===== config.mk =====
export PLATFORM = sky130hd
export DESIGN_NAME = shreg_engine_flat
export DESIGN_NICKNAME = d
export VERILOG_FILES = /design/src/rtl/shreg_pkg.sv /design/src/rtl/shreg_engine_if.sv /design/src/rtl/shreg_step.sv /design/src/rtl/shreg_engine.sv /design/src/flat_wrapper.sv
export SDC_FILE = /design/constraint.sdc
export NUM_CORES = 1
export LEC_CHECK = 0
export ABC_AREA = 1
export BUFFER_PORTS_ARGS = -buffer_cell sky130_fd_sc_hd__buf_2
export CAP_MARGIN = 10
export CORE_UTILIZATION = 46
export DETAILED_ROUTE_END_ITERATION = 10
export PLACE_DENSITY = 0.76
export SETUP_SLACK_MARGIN = 0.1
export SLEW_MARGIN = 30
export SYNTH_ARGS = -nofsm -noshare
export SYNTH_HDL_FRONTEND = slang
export SYNTH_SLANG_ARGS = --single-unit

===== constraint.sdc =====
create_clock -name clk -period 1.17 [get_ports clk]
set_input_delay 0.117 -clock clk [delete_from_list [all_inputs] [get_ports clk]]
set_output_delay 0.117 -clock clk [all_outputs]
set_load 0.01 [all_outputs]

===== src/rtl/shreg_pkg.sv =====
// Shared types for the universal shift engine: op codes, FSM states and
// the op classification helper.
// Optional rotate support is selected by the SHREG_ROTATE_EN macro.
package shreg_pkg;

  typedef enum logic [2:0] {
    OP_LOAD = 3'd0,
    OP_SHL  = 3'd1,
    OP_SHR  = 3'd2,
    OP_ASR  = 3'd3,
    OP_ROL  = 3'd4,
    OP_ROR  = 3'd5,
    OP_RSV6 = 3'd6,
    OP_RSV7 = 3'd7
  } op_e;

  typedef enum logic {
    ST_IDLE = 1'b0,
    ST_RUN  = 1'b1
  } state_e;

  // True for ops that run the stepping datapath; everything else
  // (reserved codes, and rotates when they are compiled out) behaves as a no-op.
  function automatic logic op_is_shift(op_e op);
    logic res;
    res = 1'b0;
    case (op)
      OP_SHL, OP_SHR, OP_ASR: res = 1'b1;
`ifdef SHREG_ROTATE_EN
      OP_ROL, OP_ROR:         res = 1'b1;
`endif
      default:                res = 1'b0;
    endcase
    return res;
  endfunction

endpackage


===== src/rtl/shreg_engine_if.sv =====
// Command/data bus of the shift engine. The master issues commands and the
// serial fill bit; the slave (the engine) returns handshake and status.
interface shreg_engine_if #(
  parameter int unsigned WIDTH = 8,
  parameter int unsigned CNT_W = 4
);
  import shreg_pkg::*;

  logic             cmd_valid;
  logic             cmd_ready;
  op_e              cmd_op;
  logic [CNT_W-1:0] cmd_count;
  logic [WIDTH-1:0] load_data;
  logic             ser_in;
  logic [WIDTH-1:0] q;
  logic             ser_out;
  logic             busy;
  logic             done;

  modport master (
    output cmd_valid, cmd_op, cmd_count, load_data, ser_in,
    input  cmd_ready, q, ser_out, busy, done
  );

  modport slave (
    input  cmd_valid, cmd_op, cmd_count, load_data, ser_in,
    output cmd_ready, q, ser_out, busy, done
  );

endinterface


===== src/rtl/shreg_step.sv =====
// Purely combinational single-step shifter: given the current word, the op
// and the fill bit, produce the next word and the expelled bit.
// Rotate cases exist only when SHREG_ROTATE_EN is defined.
module shreg_step
  import shreg_pkg::*;
#(
  parameter int unsigned WIDTH = 8
) (
  input  logic [WIDTH-1:0] v,
  input  op_e              op,
  input  logic             ser_in,
  output logic [WIDTH-1:0] next_v,
  output logic             out_bit
);

  // One shift/rotate step; unknown ops pass the word through.
  always_comb begin
    next_v  = v;
    out_bit = 1'b0;
    case (op)
      OP_SHL: begin
        next_v  = {v[WIDTH-2:0], ser_in};
        out_bit = v[WIDTH-1];
      end
      OP_SHR: begin
        next_v  = {ser_in, v[WIDTH-1:1]};
        out_bit = v[0];
      end
      OP_ASR: begin
        next_v  = {v[WIDTH-1], v[WIDTH-1:1]};
        out_bit = v[0];
      end
`ifdef SHREG_ROTATE_EN
      OP_ROL: begin
        next_v  = {v[WIDTH-2:0], v[WIDTH-1]};
        out_bit = v[WIDTH-1];
      end
      OP_ROR: begin
        next_v  = {v[0], v[WIDTH-1:1]};
        out_bit = v[0];
      end
`endif
      default: begin
        next_v  = v;
        out_bit = 1'b0;
      end
    endcase
  end

endmodule


===== src/rtl/shreg_engine.sv =====
// Command-driven universal shift engine: LOAD, or repeat a shift/rotate op
// for a programmed count, one step per clock, with valid/ready handshake and
// busy/done status. Rotates are enabled by the SHREG_ROTATE_EN macro.
module shreg_engine
  import shreg_pkg::*;
#(
  parameter int unsigned WIDTH = 8,
  parameter int unsigned CNT_W = 4
) (
  input  logic           clk,
  input  logic           rst,
  shreg_engine_if.slave  bus
);

  state_e           state;
  state_e           state_nxt;
  op_e              op_r;
  logic [CNT_W-1:0] remaining;
  logic [WIDTH-1:0] q_r;
  logic             so_r;
  logic             done_r;
  logic             ready;
  logic             busy;
  logic             accept;
  logic             start_run;
  logic             last_step;
  logic [WIDTH-1:0] step_v;
  logic             step_bit;

  assign accept    = bus.cmd_valid && ready;
  assign start_run = accept && op_is_shift(bus.cmd_op) && (bus.cmd_count != '0);
  assign last_step = (remaining == CNT_W'(1));

  shreg_step #(
    .WIDTH (WIDTH)
  ) u_step (
    .v       (q_r),
    .op      (op_r),
    .ser_in  (bus.ser_in),
    .next_v  (step_v),
    .out_bit (step_bit)
  );

  // FSM state register.
  always_ff @(posedge clk) begin
    if (rst) state <= ST_IDLE;
    else     state <= state_nxt;
  end

  // FSM next state: enter RUN only for a real shift with a nonzero count.
  always_comb begin
    state_nxt = state;
    case (state)
      ST_IDLE: if (start_run) state_nxt = ST_RUN;
      ST_RUN:  if (last_step) state_nxt = ST_IDLE;
      default: state_nxt = ST_IDLE;
    endcase
  end

  // FSM outputs: ready only in IDLE, busy only in RUN.
  always_comb begin
    ready = 1'b0;
    busy  = 1'b0;
    case (state)
      ST_IDLE: ready = 1'b1;
      ST_RUN:  busy  = 1'b1;
      default: ready = 1'b0;
    endcase
  end

  // Datapath: command latch, step counter, data/serial registers, done pulse.
  // Zero-count shifts, reserved ops and LOAD all finish in IDLE with done
  // on the following cycle; ser_out moves only on real shift steps.
  always_ff @(posedge clk) begin
    if (rst) begin
      q_r       <= '0;
      so_r      <= 1'b0;
      done_r    <= 1'b0;
      remaining <= '0;
      op_r      <= OP_LOAD;
    end else begin
      done_r <= 1'b0;
      case (state)
        ST_IDLE: begin
          if (start_run) begin
            op_r      <= bus.cmd_op;
            remaining <= bus.cmd_count;
          end else if (accept) begin
            done_r <= 1'b1;
            if (bus.cmd_op == OP_LOAD) q_r <= bus.load_data;
          end
        end
        ST_RUN: begin
          q_r       <= step_v;
          so_r      <= step_bit;
          remaining <= remaining - CNT_W'(1);
          if (last_step) done_r <= 1'b1;
        end
        default: ;
      endcase
    end
  end

  assign bus.cmd_ready = ready;
  assign bus.busy      = busy;
  assign bus.q         = q_r;
  assign bus.ser_out   = so_r;
  assign bus.done      = done_r;

endmodule

===== src/flat_wrapper.sv =====
// flat-port wrapper written by rule: the top's interface ports become plain ports
module shreg_engine_flat import shreg_pkg::*;
#(
  parameter int unsigned WIDTH = 8,
  parameter int unsigned CNT_W = 4
)
  (clk, rst, bus_cmd_valid, bus_cmd_op, bus_cmd_count, bus_load_data, bus_ser_in, bus_cmd_ready, bus_q, bus_ser_out, bus_busy, bus_done);
  shreg_engine_if #(.WIDTH(WIDTH), .CNT_W(CNT_W)) bus_i ();
  input  logic clk;
  input  logic rst;
  input wire logic [$bits(bus_i.cmd_valid)-1:0] bus_cmd_valid;
  input wire logic [$bits(bus_i.cmd_op)-1:0] bus_cmd_op;
  input wire logic [$bits(bus_i.cmd_count)-1:0] bus_cmd_count;
  input wire logic [$bits(bus_i.load_data)-1:0] bus_load_data;
  input wire logic [$bits(bus_i.ser_in)-1:0] bus_ser_in;
  output wire logic [$bits(bus_i.cmd_ready)-1:0] bus_cmd_ready;
  output wire logic [$bits(bus_i.q)-1:0] bus_q;
  output wire logic [$bits(bus_i.ser_out)-1:0] bus_ser_out;
  output wire logic [$bits(bus_i.busy)-1:0] bus_busy;
  output wire logic [$bits(bus_i.done)-1:0] bus_done;
  assign bus_i.cmd_valid = bus_cmd_valid;
  assign bus_i.cmd_op = bus_cmd_op;
  assign bus_i.cmd_count = bus_cmd_count;
  assign bus_i.load_data = bus_load_data;
  assign bus_i.ser_in = bus_ser_in;
  assign bus_cmd_ready = bus_i.cmd_ready;
  assign bus_q = bus_i.q;
  assign bus_ser_out = bus_i.ser_out;
  assign bus_busy = bus_i.busy;
  assign bus_done = bus_i.done;
  shreg_engine #(.WIDTH(WIDTH), .CNT_W(CNT_W)) u_core (.clk(clk), .rst(rst), .bus(bus_i));
endmodule

# == Word level (Yosys, flattened, before mapping) ==
# Cells that the tools add are included.
# word_totals
inputBits,19
output_inout_bits,12
word_cells,51
reg_bits,18
# op_classes
eq_ne,14
n_bitwise,1
add_sub_neg,1
mux,18
n_reduce_logical,10
# ops
op,count
$mux 8,3
$pmux 8 s3,1
$pmux 8 s2,1
$eq 3x2->1 const B,4
$mux 1,8
$pmux 4 s2,1
$eq 3x1->1 const B,2
$ne 2x1->1 const B,3
$pmux 1 s2,3
$reduce_and 5->1,1
$eq 4x1->1 const B,1
$mux 4,1
$ne 2x2->1 const B,2
$ne 4x4->1 const B,1
$reduce_and 4->1,1
$reduce_bool 4->1,1
$sub 4x1->4 const B,1
$logic_and 1x1->1,3
$logic_not 3->1,1
$ne 3x3->1 const B,1
$reduce_or 3->1,1
$reduce_and 2->1,1
$reduce_or 2->1,1
$not 1->1,1

# == Logic depth before layout (Yosys ltp) ==
# Gate-level depths: netlist of the first run.
# logic_depth
word_depth,7
ltp_mapped,11
ltp_nobuf,10

# == Cells and area by module ==
# Synthesis of the first run repeated with hierarchy kept, for this count alone.
# hier_totals
cells_unflattened,180
hier_area_um2,1124.8
# by_module_without_submodules
module,n_inst,cells_per_inst,seq_area_each_um2,area_each_um2
shreg_engine,1,134,360.3,888.4
shreg_step,1,46,0.0,236.5

# == Worst setup path after synthesis of the first run ==
# No wires, ideal clock.
# synth_path
path_kind,register to register
startpoint,register u_core.state
endpoint,"register u_core.q_r[0], in the netlist u_core.bus.q[0]"
setup_time_ns,0.114
arrival_time_ns,1.183
period_less_slack_ns,1.297
path_stages_with_launch,12
required_ns,1.056
n_path_buf,2
slack_ns,-0.127
path_cell_list,dfxtp_1 buf_6 inv_6 nand2_2 nor2_4 nand3_2 nand2_2 nor2_4 buf_6 nand2_1 nand2_1 nor2_2
# synth_between
elab_chain_cells,6
word_cells_on_any_way,11
cone_classes,eq/ne (4); mux (2); bitwise (1); reduce/logical (4)
# synth_lines
element,line,text
from (decl),shreg_engine.sv:15,state_e state;
from (signal assigned),shreg_engine.sv:47,else state <= state_nxt;
$mux 1,shreg_engine.sv:64,case (state)
$logic_and 1x1->1,shreg_engine.sv:30,assign accept = bus.cmd_valid && ready;
$logic_and 1x1->1 (2 in series),shreg_engine.sv:31,assign start_run = accept && op_is_shift(bus.cmd_op) && (bus.cmd_count != '0);
$ne 2x2->1 (no line),n/a,
$reduce_and 4->1 (no line),n/a,
to (signal assigned),shreg_engine.sv:90,if (bus.cmd_op == OP_LOAD) q_r <= bus.load_data;
to (signal assigned),shreg_engine.sv:94,q_r <= step_v;
to (decl),shreg_engine.sv:19,logic [WIDTH-1:0] q_r;
# Parallel ways exist; a longest one is shown, timed or not.
# A chain may end at the register's enable or synchronous reset.

# == Final worst setup path of the first run ==
# layout_path
startpoint,register u_core.state
endpoint,register u_core.remaining[3]
# layout_between
elab_chain_cells,5
word_cells_on_any_way,7
cone_classes,eq/ne (1); mux (2); bitwise (1); reduce/logical (3)
# layout_lines
element,line,text
$mux 1,shreg_engine.sv:64,
$logic_and 1x1->1,shreg_engine.sv:30,
$logic_and 1x1->1 (2 in series),shreg_engine.sv:31,
$ne 2x1->1 (no line),n/a,
to (signal assigned),shreg_engine.sv:87,remaining <= bus.cmd_count;
to (signal assigned),shreg_engine.sv:96,remaining <= remaining - CNT_W'(1);
to (decl),shreg_engine.sv:18,logic [CNT_W-1:0] remaining;
# Parallel ways exist; a longest one is shown, timed or not.

==> results.txt, run 1 <==
Adding up every negative setup slack in the final design gives -506 ps. The biggest area contributor in the post-synthesis netlist is sky130_fd_sc_hd__dfxtp_1. The total power came out at 1.54 mW. Of the post-synthesis cell area, the dominant cell type holds 32.1%. The tightest min-delay check is of the input pin to flip-flop type. The number of sinks on the clock net came out at 18. In this run, flip-flops and latches consume 45.5% of the power.

The overall die width is 51.4 um. The number of antenna violations at the first check in global routing is 0. The leakage power total came out at 0.794 nW. The sequential-to-total area share from yosys stat came out at 32.1%.

The data arrival time of the critical path came out at 1430 ps. The first-pass GRT wire length is 4.49 mm. The post-layout worst setup margin came out at -74.1 ps. The layout cell share with drive strength beyond 1 is 37.7%. The transition time at the pin with the least slew margin is 168 ps. Per report_power, the clock group accounts for 20.1% of the total. The number of CTS-inserted buffers came out at 3. The tightest hold path in the finished design has a slack of 84.6 ps.

The number of global-route vias before repair is 1147. The run finished, with violations left. The die is 51.4 um tall.

The power density over the cells is 978 nW/um2. The clock arrives with 5.71 ps of skew. The distinct cell type count of the synthesized netlist is 23. By instance count, the cell type seen most on the critical path is sky130_fd_sc_hd__nor2_1. Fill cells in the final layout number 200. The global-route usage over all layers came out at 22.1%. Before antenna repair, the detailed router went through 4 iterations. The count of pins over their slew limit is 0. Clock tree synthesis selected as its root buffer the cell sky130_fd_sc_hd__clkbuf_4. The number of remaining DRC errors came out at 0. The clock period minus worst slack came out at 1240 ps.

Across the run, the number of max-cap violations was 0. The synthesized instance count is 183. The async set or reset register ratio after synthesis came out at 0%. Compared with the post-synthesis result, the final layout area differs by 40.4%.

The number of hold violations in the final report came out at 0. The post-synthesis sequential element count came out at 18. Hold repair after CTS inserted 0 buffers.

0 antenna diodes ended up in the layout. The signal on the critical path passes through inv_8, nand2_4, nor2_4, nand3_2, buf_4, nand2_1, nor2_1, nor2_1, nor2_1. Data on the critical path is required at its endpoint by 1360 ps.

The maximum number of pins on one net before global-route repair came out at 18. The switching power is 0.518 mW. The area of the core is 2250 um2. At the later pin of the worst-skew pair, clock insertion delay measures 290 ps. The clock input transition at the sequential cells of the worst setup and hold paths is 100 ps. The HPWL reported at the end of detailed placement came out at 2.06 mm. The critical path is of the flip-flop to flip-flop type. The worst vdd rail ir drop came out at 773 uV. The total nets after synthesis is 204. The total overflow left after global routing is 0.

The cell with the biggest individual delay on the critical path is sky130_fd_sc_hd__dfxtp_4. The most used flip-flop cell after synthesis is sky130_fd_sc_hd__dfxtp_1. The final net count is 251. The floorplan has 17 rows. Setup repair after global routing could not meet its margin everywhere. The average cell area after synthesis is 6.14 um2. The die covers 2640 um2. TritonCTS built the clock tree.

Yosys attributes the largest share of cell area to sky130_fd_sc_hd__dfxtp_1 32%, sky130_fd_sc_hd__nand2_1 19%, sky130_fd_sc_hd__nand3_1 8.5%, sky130_fd_sc_hd__inv_1 7.7%, sky130_fd_sc_hd__nor2_1 6.7%. The total wire length is 3.01 mm. The remaining antenna violation count is 0. In this run the worst path has a maximum fanout of 11.

Internal power comes to 1.02 mW. The final design utilization came out at 70.0%. The yosys synthesis warning count came out at 0.

In the routed layout, each cell is associated on average with a via count of 5.01. The longest clock path from root to sink contains 2 buffers. The starting DRC count in detailed routing is 35.

The count of final setup violators is 9. Derived from the worst setup path, the maximum achievable clock frequency is 804 MHz. The number of I/O port buffers is 30. STA classifies the critical path endpoint as a flip-flop. The initial core utilization came out at 49.8%. The congestion estimate from routability-driven global placement came to 0.847. The synthesized design contains 0 enable-type register cells. The fraction of power spent switching nets came out at 33.6%.

The checks that failed: negative setup slack. The worst setup path is launched from a flip-flop. For this run, the slowest stage of the critical path takes 390 ps.

The mapped netlist covers 1120 um2. The share of total power dissipated in combinational logic is 34.4%. In the final layout, the multi-input gates occupy 678 um2.

The H-tree depth is 1. After detailed routing, the average wire length per cell comes to 11.8 um. Summing over every cut layer, the via total after detailed routing is 1283.

The area of all sequential standard cells is 373 um2. The share of the cycle needed by the critical path after routing came out at 106%. Pin placement for this block handled 31 I/O pins. The worst relative slew slack came out at 88.7%.
==> area by class of cell <==
type / count / share of cell area (%)
Timing Repair Buffer: 48 / 22.0
Clock buffer: 3 / 1.43
Tap cell: 28 / 2.22
Sequential cell: 18 / 23.6
Multi-Input combinational cell: 131 / 43.0
Inverter: 28 / 7.77
==> worst max-delay path: cells and delay by family, from the launching register on <==
kind / cells / cell delay (ps)
buf+inv: 2 / 260
flops: 1 / 390
simple gates: 7 / 490
==> cell usage in the layout (no fill, tap or decap), types with 2 or more instances in the layout <==
cell type / Yosys / routed
sky130_fd_sc_hd__o21ai_0: 4 / 3
sky130_fd_sc_hd__o21ai_2: 0 / 2
sky130_fd_sc_hd__o21ai_1: 3 / 2
sky130_fd_sc_hd__dfxtp_4: 0 / 2
sky130_fd_sc_hd__nor2_4: 2 / 4
sky130_fd_sc_hd__inv_1: 23 / 22
sky130_fd_sc_hd__a31oi_1: 4 / 4
sky130_fd_sc_hd__buf_4: 0 / 11
sky130_fd_sc_hd__nand2_1: 57 / 52
sky130_fd_sc_hd__buf_2: 4 / 30
sky130_fd_sc_hd__nand2_4: 0 / 2
sky130_fd_sc_hd__or2_1: 2 / 2
sky130_fd_sc_hd__nand3_2: 1 / 3
sky130_fd_sc_hd__nand3_1: 19 / 17
sky130_fd_sc_hd__a21oi_1: 7 / 7
sky130_fd_sc_hd__clkbuf_4: 0 / 3
sky130_fd_sc_hd__dfxtp_1: 18 / 12
sky130_fd_sc_hd__nand2_2: 3 / 6
sky130_fd_sc_hd__nor2_2: 3 / 8
sky130_fd_sc_hd__inv_8: 0 / 2
sky130_fd_sc_hd__dfxtp_2: 0 / 4
sky130_fd_sc_hd__ha_1: 2 / 2
sky130_fd_sc_hd__clkinv_1: 2 / 2
sky130_fd_sc_hd__nand4_1: 2 / 2
sky130_fd_sc_hd__buf_6: 2 / 3
sky130_fd_sc_hd__buf_12: 0 / 2
sky130_fd_sc_hd__nor2_1: 20 / 13
==> final timing paths <==
kind	start	endpoint	slack, ps	cells past startpoint
setup / recovery	u_core.state$_SDFF_PP0_	u_core.remaining[3]$_SDFFE_PP0P_	-70	9
hold / removal	rst	u_core.state$_SDFF_PP0_	80	2
setup reg to reg	u_core.state$_SDFF_PP0_	u_core.remaining[3]$_SDFFE_PP0P_	-70	9
hold reg to reg	u_core.bus.q[3]$_SDFFE_PP0P_	u_core.bus.q[3]$_SDFFE_PP0P_	480	2
==> per-layer routing <==
metal  vias to the layer above  global-route usage (%)  share of wire, %  wire length (um)
met4                         0                    8.56               2.0                60
met3                         8                    3.27               3.9               118
li1                        655                       -                 -                 -
met2                        36                    36.8                48              1440
met1                       584                    28.3                46              1400
met5                         -                       0                 0                 0
==> power groups by stage <==
stage / clock network [mW] / logic [mW] / registers (mW)
after floorplan: 0 / 0.277 / 0.716
after global placement: 0 / 0.432 / 0.707
after detailed placement: 0 / 0.442 / 0.710
after CTS: 0.318 / 0.453 / 0.698
after global routing: 0.348 / 0.587 / 0.709
final: 0.310 / 0.531 / 0.703
==> Yosys cell counts (3+ instances only) <==
cell type                 number
sky130_fd_sc_hd__nand3_1      19
sky130_fd_sc_hd__o21ai_0       4
sky130_fd_sc_hd__nand2_1      57
sky130_fd_sc_hd__inv_1        23
sky130_fd_sc_hd__dfxtp_1      18
sky130_fd_sc_hd__buf_2         4
sky130_fd_sc_hd__a21oi_1       7
sky130_fd_sc_hd__nor2_1       20
sky130_fd_sc_hd__o21ai_1       3
sky130_fd_sc_hd__nand2_2       3
sky130_fd_sc_hd__a31oi_1       4
sky130_fd_sc_hd__nor2_2        3
==> sequential cells by signal, summed over array words and instances (netlist names) <==
name	cells
u_core.bus.q	8
u_core.bus.done	1
u_core.bus.ser_out	1
u_core.op_r	3
u_core.remaining	4
u_core.state	1
==> through the flow <==
stage | setup WS (ps) | area [um2] | instances
after floorplan | -75.7 | 1140 | 183
after global placement | 4.50 | 1390 | 248
after detailed placement | -39.3 | 1390 | 248
after CTS | -43.1 | 1440 | 251
after global routing | -143 | 1580 | 256
final | -74.1 | 1580 | 256
==> logic make-up after synthesis <==
family,synth area share (%)
simple gates,43.7
buf+inv,13.6
compound gates,8.46
flops,32.1
fa+ha+maj,2.23
==> timing repair <==
| item | in CTS | in global routing |
|---|---|---|
| resized for setup | 10 | 30 |
| gates cloned | 0 | 1 |
| setup endpoints to repair | 18 | 20 |
| setup buffers | 0 | 4 |
| pin swaps | 4 | 5 |
Note: power is estimated with default switching activity, not from simulation.
==> run 2: changes to the inputs <==
CORE_MARGIN = 2   (was not set)
==> run 2 against run 1 <==
The flow still finishes with violations (negative setup slack). Die area is 7.9% higher. Design area decreased by 4.4%. Power rose by 2.8%. Combinational power down 8.5%. Hold slack worse by 44 ps. Fmax up 1.3%. Flip-flop and latch count unchanged. Non-clock buffer count down 4. Global-route usage is 0.60 points lower. Register-to-register slack better by 20 ps. Largest power group unchanged. Highest routed layer unchanged.
==> results.txt, run 2 (same netlist as run 1, synthesis figures left out) <==
The flow ran to the end, but the final reports show violations. The final reports fail on negative setup slack. The fill cell total of the finished layout is 226. The routed wirelength normalized by instance count is 11.0 um.

Based on the critical path, the design can be clocked at up to 814 MHz. The die covers 2850 um2. The number of flip-flops under the largest register name is 8. The clock input transition at the sequential cells of the worst setup and hold paths is 110 ps. Of the available clock period, the critical path in the final layout requires 105%.

In this run the horizontal extent of the chip is 53.4 um. The total power is 1.59 mW. The maximum fanout along the worst path came out at 14. The internal power of the cells is 1.07 mW. The worst setup path is launched from a flip-flop.

The data arrival time of the critical path came out at 1440 ps. The total number of vias came out at 1267. The clock drives 18 sinks. The area of the core came out at 2250 um2. The leakage power total is 0.765 nW. IR analysis of the VDD net gives a maximum drop of 764 uV. Data on the critical path is required at its endpoint by 1380 ps.

Among all stages on the critical path, the largest delay is contributed by sky130_fd_sc_hd__dfxtp_4. Setup repair after global routing could not meet its margin everywhere. The number of hold violations in the final report came out at 0. TritonCTS built the clock tree. In this run the cell area measured after placement is 1360 um2. The startpoint identified for the worst register-to-register timing path is u_core.state$_SDFF_PP0_. The fraction of power spent switching nets is 32.6%. After global routing the overflow that remains totals 0. Across all hold checks on the routed design, the worst slack comes to 40.9 ps.

The total wire length came out at 2.77 mm. Entering global routing, the biggest net connects 18 pins. The number of cells in the finished layout apart from fillers is 253.

The class of the most critical setup path is flip-flop to flip-flop. The startpoint identified for the worst hold timing path is rst. The post-route netlist has 33.8% of its cells at a drive strength greater than 1. The HPWL reported at the end of detailed placement came out at 1.98 mm. The post-route standard cell area excluding fillers came out at 1510 um2. OpenSTA, run right after detailed placement, puts the worst setup slack at -105 ps. The total number of placement rows is 17. The number of global-route vias before repair was 1045. The first global-routing pass estimated 4.49 mm of wire. The count of pins over their slew limit is 0.

The number of remaining DRC errors came out at 0. The remaining antenna violation count is 0. The clock period minus worst slack is 1230 ps.

The starting DRC count in detailed routing is 28. The global-route usage over all layers came out at 21.5%. At the pin with the least slew margin, the transition time is 190 ps. The instance count after placement with tap cells included came out at 244.

In this run the clock root is driven by a sky130_fd_sc_hd__clkbuf_4. The worst hold path terminates at u_core.state$_SDFF_PP0_. The worst setup path is captured at a flip-flop. The most common cell after layout, fill and taps aside is sky130_fd_sc_hd__nand2_1. The number of violations of the max-capacitance limit is 0. Input and output buffers added on the ports amount to 30. The initial core utilization came out at 49.8%. The final net count is 247.

In the final layout, flip-flops and latches occupy 369 um2. Dividing total power by cell area gives a power density of 1050 nW/um2. The clock skew came out at 7.57 ps.

The number of hold buffers added after CTS was 0. The count of final setup violators came out at 10. Summing all multi-input logic gate instances after layout gives 649 um2. The number of antenna diodes in the final layout is 0. The post-layout worst setup margin came out at -58.0 ps. The longest clock path from root to sink contains 2 buffers. The number of top-level pins is 31. The worst register-to-register path ends at u_core.bus.q[3]$_SDFFE_PP0P_. CTS built an H-tree with a depth of 1. Traced cell by cell, the critical path runs through inv_8, nand2_4, nor2_4, nand3_2, nand2_2, nor2_4, buf_12, nand2_1, nand2_1, nor2_1. The via density per instance is 5.01. The part of the total power dissipated in combinational logic came out at 30.7%. The number of antenna violations at the first check in global routing is 0.

The die span in y came out at 53.4 um. Headroom to the max-slew limit came out at 87.2%. The layout overhead on the synthesized area came out at 34.2%.

The worst hold path belongs to the class input pin to flip-flop. The clock latency on the worst-skew pair is 310 ps. Before antenna repair, the detailed router went through 6 iterations. Summed over all nets, the switching power comes to 0.517 mW. The cell count of the worst hold path is 2.

Measured in cells, the most critical reg-to-reg path has a length of 10. The longest individual stage delay on the worst path is 410 ps. In this run, flip-flops and latches consume 44.0% of the power.

The worst reg-to-reg setup slack is -60 ps. The final RePlAce weighted congestion came out at 0.819. In the layout the commonest cells are 54 x sky130_fd_sc_hd__nand2_1, 29 x sky130_fd_sc_hd__buf_2, 23 x sky130_fd_sc_hd__inv_1, 17 x sky130_fd_sc_hd__nand3_1, 15 x sky130_fd_sc_hd__nor2_1. Buffers inserted during clock tree synthesis total 3. The clock network is responsible for 25.3% of the overall power.
run 2: repair_timing:
action / in CTS / in global routing
endpoints found under the setup margin: 17 / 20
gates resized for setup: 11 / 10
pin swaps: 2 / 6
setup buffers: 2 / 3
run 2: routing by layer:
metal	part of all wire, %	track usage, %	wire, um
met2	48	36.0	1330
met4	1.2	7.69	33
met3	5.4	2.54	151
met1	45	28.0	1260
met5	0	0	0
run 2: critical path: cells and delay by family (launching register included):
| kind | cells | cell delay (ps) |
|---|---|---|
| buf+inv | 2 | 190 |
| flops | 1 | 410 |
| simple gates | 8 | 530 |
run 2: cell type report:
| type | count | share of cell area (%) |
|---|---|---|
| Timing Repair Buffer | 44 | 20.1 |
| Tap cell | 28 | 2.32 |
| Inverter | 28 | 7.63 |
| Sequential cell | 18 | 24.5 |
| Clock buffer | 4 | 2.41 |
| Multi-Input combinational cell | 131 | 43.1 |
run 2: power groups by stage:
stage	combinational, mW	sequential [mW]	clock, mW
floorplan	0.277	0.716	0
global placement	0.415	0.707	0
detailed placement	0.426	0.709	0
CTS	0.456	0.696	0.408
global route	0.545	0.705	0.438
finish	0.486	0.698	0.402
run 2: how the worst max path moves through the flow:
stage          slack, ps                           end                         from  depth (start not counted)
3_5_place_dp        -110  u_core.bus.q[4]$_SDFFE_PP0P_  u_core.op_r[1]$_SDFFE_PP0P_                          8
6_report             -60  u_core.bus.q[3]$_SDFFE_PP0P_      u_core.state$_SDFF_PP0_                         10
4_1_cts              -30  u_core.bus.q[6]$_SDFFE_PP0P_      u_core.state$_SDFF_PP0_                         10
2_1_floorplan        -80  u_core.bus.q[0]$_SDFFE_PP0P_      u_core.state$_SDFF_PP0_                         11
5_1_grt             -140  u_core.bus.q[6]$_SDFFE_PP0P_  u_core.op_r[2]$_SDFFE_PP0P_                         10
3_3_place_gp         -40  u_core.bus.q[5]$_SDFFE_PP0P_  u_core.op_r[2]$_SDFFE_PP0P_                          8
run 2: through the flow:
stage          util [%]  setup TNS, ps
3_5_place_dp       60.4           -704
6_report           66.9           -394
3_3_place_gp       60.4           -192
2_1_floorplan         -           -441
4_1_cts            64.5           -160
5_1_grt            66.9          -1270
